===== src/rtl/act_stream_pipe_pkg.sv =====
// Shared definitions for the activation stream stage: default lane width and
// the activation mode encoding.
package act_stream_pipe_pkg;

    localparam int WD = 16;

    typedef enum logic [1:0] {
        ACT_PASS  = 2'b00,
        ACT_RELU  = 2'b01,
        ACT_LEAKY = 2'b10,
        ACT_CLAMP = 2'b11
    } act_mode_e;

endpackage


===== src/rtl/act_stream_pipe_lane.sv =====
// One activation lane: purely combinational mode + x -> y on a signed
// DW-bit value. Every result fits in DW, so there is no width growth.
module act_lane
    import act_stream_pipe_pkg::*;
#(
    parameter int DW         = WD,
    parameter int LEAK_SHIFT = 3,
    parameter int CLAMP_VAL  = 16'h0600
) (
    input  act_mode_e     mode_i,
    input  logic [DW-1:0] x_i,
    output logic [DW-1:0] y_o
);

    localparam logic [DW-1:0] CLAMP_V = DW'(CLAMP_VAL);

    logic          neg;
    logic [DW-1:0] leak_v;

    assign neg    = x_i[DW-1];
    assign leak_v = $signed(x_i) >>> LEAK_SHIFT;

    always_comb begin
        // NOTE: default first so every path assigns y_o and no latch is inferred.
        y_o = x_i;
        case (mode_i)
            ACT_PASS:  y_o = x_i;
            ACT_RELU:  if (neg) y_o = '0;
            ACT_LEAKY: if (neg) y_o = leak_v;
            ACT_CLAMP: begin
                // x is non-negative here, so an unsigned compare is exact.
                if (neg)                y_o = '0;
                else if (x_i > CLAMP_V) y_o = CLAMP_V;
            end
            default:   y_o = x_i;
        endcase
    end

endmodule


===== src/rtl/act_stream_pipe.sv =====
// Two-stage valid/ready activation pipeline over CH signed lanes, with a
// saturating counter of negative lanes on non-PASS beats.
module act_stream_pipe
    import act_stream_pipe_pkg::*;
#(
    parameter int DW         = WD,
    parameter int CH         = 6,
    parameter int LEAK_SHIFT = 3,
    parameter int CLAMP_VAL  = 16'h0600,
    parameter int CW         = 16
) (
    input  logic             clk,
    input  logic             rst,
    input  logic [1:0]       mode_i,
    input  logic             in_valid,
    output logic             in_ready,
    input  logic [DW*CH-1:0] in_data,
    input  logic             in_last,
    output logic             out_valid,
    input  logic             out_ready,
    output logic [DW*CH-1:0] out_data,
    output logic             out_last,
    input  logic             cnt_clr,
    output logic [CW-1:0]    neg_cnt
);

    localparam int PCW = $clog2(CH + 1);

    logic             s1_v_q,    s1_v_d;
    logic [DW*CH-1:0] s1_data_q, s1_data_d;
    act_mode_e        s1_mode_q, s1_mode_d;
    logic             s1_last_q, s1_last_d;
    logic             s2_v_q,    s2_v_d;
    logic [DW*CH-1:0] s2_data_q, s2_data_d;
    logic             s2_last_q, s2_last_d;
    logic [CW-1:0]    neg_cnt_q, neg_cnt_d;

    logic             adv1, adv2, accept;
    logic [DW*CH-1:0] lane_y;
    logic [PCW-1:0]   neg_lanes;
    logic [CW:0]      cnt_sum;

    for (genvar g = 0; g < CH; g++) begin : g_lane
        act_lane #(
            .DW        (DW),
            .LEAK_SHIFT(LEAK_SHIFT),
            .CLAMP_VAL (CLAMP_VAL)
        ) u_lane (
            .mode_i(s1_mode_q),
            .x_i   (s1_data_q[g*DW +: DW]),
            .y_o   (lane_y[g*DW +: DW])
        );
    end

    // Stage 1 may refill in the same cycle stage 2 drains (bubble collapse).
    assign adv2      = !s2_v_q || out_ready;
    assign adv1      = !s1_v_q || adv2;
    assign in_ready  = adv1 && !rst;
    assign accept    = in_valid && in_ready;
    assign out_valid = s2_v_q;
    assign out_data  = s2_data_q;
    assign out_last  = s2_last_q;
    assign neg_cnt   = neg_cnt_q;

    always_comb begin
        s1_v_d    = s1_v_q;
        s1_data_d = s1_data_q;
        s1_mode_d = s1_mode_q;
        s1_last_d = s1_last_q;
        s2_v_d    = s2_v_q;
        s2_data_d = s2_data_q;
        s2_last_d = s2_last_q;

        if (adv1) begin
            s1_v_d = accept;
            if (accept) begin
                s1_data_d = in_data;
                s1_mode_d = act_mode_e'(mode_i);
                s1_last_d = in_last;
            end
        end

        if (adv2) begin
            s2_v_d = s1_v_q;
            if (s1_v_q) begin
                s2_data_d = lane_y;
                s2_last_d = s1_last_q;
            end
        end
    end

    always_comb begin
        neg_lanes = '0;
        for (int i = 0; i < CH; i++) begin
            neg_lanes = neg_lanes + PCW'(in_data[i*DW + DW-1]);
        end
        cnt_sum   = {1'b0, neg_cnt_q} + (CW+1)'(neg_lanes);

        neg_cnt_d = neg_cnt_q;
        if (cnt_clr) begin
            neg_cnt_d = '0;
        end else if (accept && act_mode_e'(mode_i) != ACT_PASS) begin
            neg_cnt_d = cnt_sum[CW] ? {CW{1'b1}} : cnt_sum[CW-1:0];
        end
    end

    // NOTE: non-blocking assignments so every register updates from pre-edge values.
    always_ff @(posedge clk) begin
        if (rst) begin
            // NOTE: data registers are reset too so out_data reads 0 after reset.
            s1_v_q    <= 1'b0;
            s1_data_q <= '0;
            s1_mode_q <= ACT_PASS;
            s1_last_q <= 1'b0;
            s2_v_q    <= 1'b0;
            s2_data_q <= '0;
            s2_last_q <= 1'b0;
            neg_cnt_q <= '0;
        end else begin
            s1_v_q    <= s1_v_d;
            s1_data_q <= s1_data_d;
            s1_mode_q <= s1_mode_d;
            s1_last_q <= s1_last_d;
            s2_v_q    <= s2_v_d;
            s2_data_q <= s2_data_d;
            s2_last_q <= s2_last_d;
            neg_cnt_q <= neg_cnt_d;
        end
    end

endmodule

===== config.mk =====
export PLATFORM = sky130hd
export DESIGN_NAME = act_stream_pipe
export DESIGN_NICKNAME = d
export VERILOG_FILES = /design/src/rtl/act_stream_pipe_pkg.sv /design/src/rtl/act_stream_pipe_lane.sv /design/src/rtl/act_stream_pipe.sv
export SDC_FILE = /design/constraint.sdc
export NUM_CORES = 1
export LEC_CHECK = 0
export ABC_AREA = 1
export BUFFER_PORTS_ARGS = -buffer_cell sky130_fd_sc_hd__buf_2
export CORE_AREA = 2 2 150 152
export DETAILED_ROUTE_END_ITERATION = 6
export DIE_AREA = 0 0 152 154
export PLACE_DENSITY_LB_ADDON = 0.25
export SLEW_MARGIN = 30
export SYNTH_ARGS = -nofsm -noshare
export SYNTH_HDL_FRONTEND = slang
export SYNTH_SLANG_ARGS = --single-unit
export TNS_END_PERCENT = 30

===== constraint.sdc =====
create_clock -name clk -period 2.8 [get_ports clk]
set_clock_uncertainty 0.1 [all_clocks]
set_input_delay 0 -clock clk [delete_from_list [all_inputs] [get_ports clk]]
set_output_delay 0 -clock clk [all_outputs]
set_load 0.02 [all_outputs]

==> reports/results.txt <==
Status - finished, final reports clean
Unrepaired setup endpoints after global routing - no
Family with the most delay on the worst path - adder cells
Core ar. - 21690 sq um
Final WL - 33600 microns
Finish-stage setup viols - 0
IO Count - 219
WS Path Type - reg -> reg
Drt drc - 0
Detailed placement HPWL - 21360 microns
Worst hold slack - 0.1154 ns
Die ar. - 23410 sq um
Design Power - 7.951 mW
Sequential share of power - 41.4%
Clock sink count - 214
HP Class - in -> reg
Tcrit/Tclk final - 92.98%
Most common cell after layout, fill and taps aside - nand2_1
GR Overflow Total - 0
Cells after Synth - 1584
Pins over their slew limit - 0
Combinational power share - 13.8%
Ys flop type - dfxtp_1
Netlist Area Pre-Place - 10670 sq um
Die width - 152 microns
Slew HR - 48.58%
Placed Instance Area - 11910 sq um
Crit path buf inv count - 2
Antenna violations before repair - 0
Switching share of total power - 26.24%
Peak supply drop - 0.0004770 V
LEAKAGE - 6.439 nW
Post-Syn Area per Cell - 6.734 sq um
Final Hold Vio Count - 0
Setup TNS Final - 0 ns
Net Count, Synth - 1695
Synth Register Bits - 214
Rows - 54
CTS Root Cell - clkbuf_16
Non-Filler Instances - 2168
Die height - 154 microns
Skew-Pair Late Insertion Delay - 0.52 ns
Highest clock rate - 384.1 MHz
Cell area after layout - 13890 sq um
Most frequent cells in the layout - 437 x nand2_1, 218 x buf_2, 214 x dfxtp_1
Fraction of layout cells with a size suffix above 1 - 18.38%
CTS Buffer Depth - 3
Clock buffer count from CTS - 24
Maxcap violations - 0
Critical path arrival - 2.95 ns
Post-route minimum period - 2.604 ns
H-tree depth - 1
Worst slew pin tran - 0.7713 ns
Routability cong. - 0.8811
CP most frequent cell - fa_1
Layout net count - 1983
CP Launch Type - flip-flop
Port Buf Inserts - 218
Initial core utilization - 49.18%
CP peak stage delay - 0.47 ns
Max FO, Critical Path - 3
First-pass GRT wire length - 54820 microns
Asr flop ratio synth - 0%
Number of vias per cell - 5.292
Synth warn - 0
Net switching power - 2.087 mW
All-Layer GR Usage - 27.88%
Seq/Total Area, Yosys - 40.16%
Worst Setup End Kind - flip-flop
N_diodes - 0
Vias in the first global route - 11200
Clk network pwr share - 44.8%
EDFF count, synth - 0
Largest net degree at the start of global routing - 71
Layout area overhead - 30.24%
CTS tree - done
Initial DRC count - 711
Cells after DPL - 2019
Via count - 11470
Critical-path top delay cell - fa_1
Yosys cell types - 45
CP required - 3.14 ns
Routed length per instance - 15.50 microns
Pwr/cell area - 572.3 nW/um^2
Clock transition at path regs - 0.06 ns
Routed Antenna Nets - 0
CP Cell Sequence - inv_1, fa_1, fa_1, inv_1, fa_1, nand2_1, nand2_2, nand3_4, nor3_2, nand2_1, a21oi_1
Pint - 5.864 mW
TritonRoute pass-1 iters - 5
==> power groups by stage <==
stage / combinational (mW) / clock [mW] / sequential [mW]
after floorplan: 0.635 / 0 / 3.36
after global placement: 0.950 / 0 / 3.35
after detailed placement: 0.965 / 0 / 3.35
after CTS: 1.08 / 3.61 / 3.29
after global routing: 1.22 / 3.74 / 3.31
final: 1.10 / 3.56 / 3.29
==> Yosys cell counts, types with 5 or more instances <==
cell type	instances	share of area, %
clkbuf_1	29	1.0
dfxtp_1	214	40
a21oi_1	197	9.2
nand2_1	439	15
buf_4	8	0.56
nor2_1	118	4.2
o221ai_1	5	0.41
o21ai_2	18	1.5
nand4_1	16	0.94
o21ai_0	170	8.0
buf_2	40	1.9
nand3_1	74	3.5
a32o_1	10	0.94
inv_2	22	0.77
o31ai_1	9	0.63
inv_1	146	5.1
buf_1	5	0.18
==> metal layers <==
metal  track usage, %  wire length [microns]  vias up
met2            47.66                  15710      419
met3            4.707                   2421       64
met4            8.945                    899        0
li1                 -                      -     5724
met1            35.99                  14570     5266
met5                0                      0        -
==> metrics by stage <==
stage	worst slack (ns)	utilization, %
after floorplan	0.1448	-
after global placement	-0.06321	54.89
after detailed placement	-0.1578	54.89
after CTS	0.1334	63.96
after global routing	0.01855	64.05
final	0.1965	64.05
==> cell families after synthesis <==
logic type | Yosys count | share of synthesized area [%]
flops | 214 | 40.16
compound gates | 424 | 21.58
simple gates | 671 | 26.01
xor+xnor | 4 | 0.3284
fa+ha+maj | 7 | 1.103
buf+inv | 264 | 10.82
==> flip-flops by register name, summed over array words and instances (netlist names) <==
| signal | count |
|---|---|
| neg_cnt | 16 |
| s1_data_q | 96 |
| s1_mode_q | 2 |
| out_last | 1 |
| out_valid | 1 |
| s1_v_q | 1 |
| out_data | 96 |
| s1_last_q | 1 |
==> worst paths after layout <==
| path | start | endpoint | slack [ns] | depth (start not counted) |
|---|---|---|---|---|
| worst max-delay path | neg_cnt[0]$_SDFFE_PP0P_ | neg_cnt[8]$_SDFFE_PP0P_ | 0.20 | 11 |
| worst min-delay path | in_data[50] | s1_data_q[50]$_SDFFE_PP0P_ | 0.12 | 4 |
| worst max register to register | neg_cnt[0]$_SDFFE_PP0P_ | neg_cnt[8]$_SDFFE_PP0P_ | 0.20 | 11 |
| worst min register to register | out_data[19]$_SDFFE_PP0P_ | out_data[19]$_SDFFE_PP0P_ | 0.35 | 2 |
==> tightest hold or removal path, delay by kind of cell <==
| family | cells | cell delay, ns |
|---|---|---|
| buffers and inverters | 2 | 0.61 |
| and+or+nand+nor | 2 | 0.09 |
==> layout make-up <==
type | instances | area, sq um
fillers | 1944 | 7796
multi-input cells | 1106 | 5269
flip-flops and latches | 214 | 4284
repair buffers | 352 | 2427
clock buffers | 31 | 678.2
inverters | 174 | 665.6
well taps | 280 | 350.3
clock inverters | 11 | 217.7
==> what timing repair did <==
item,CTS,global route
hold buffers,107,0
setup buffers,0,0
setup endpoints to repair,0,9
hold endpoints to repair,129,0
resized for setup,0,4
No activity file was read; power rests on OpenSTA's default activity.
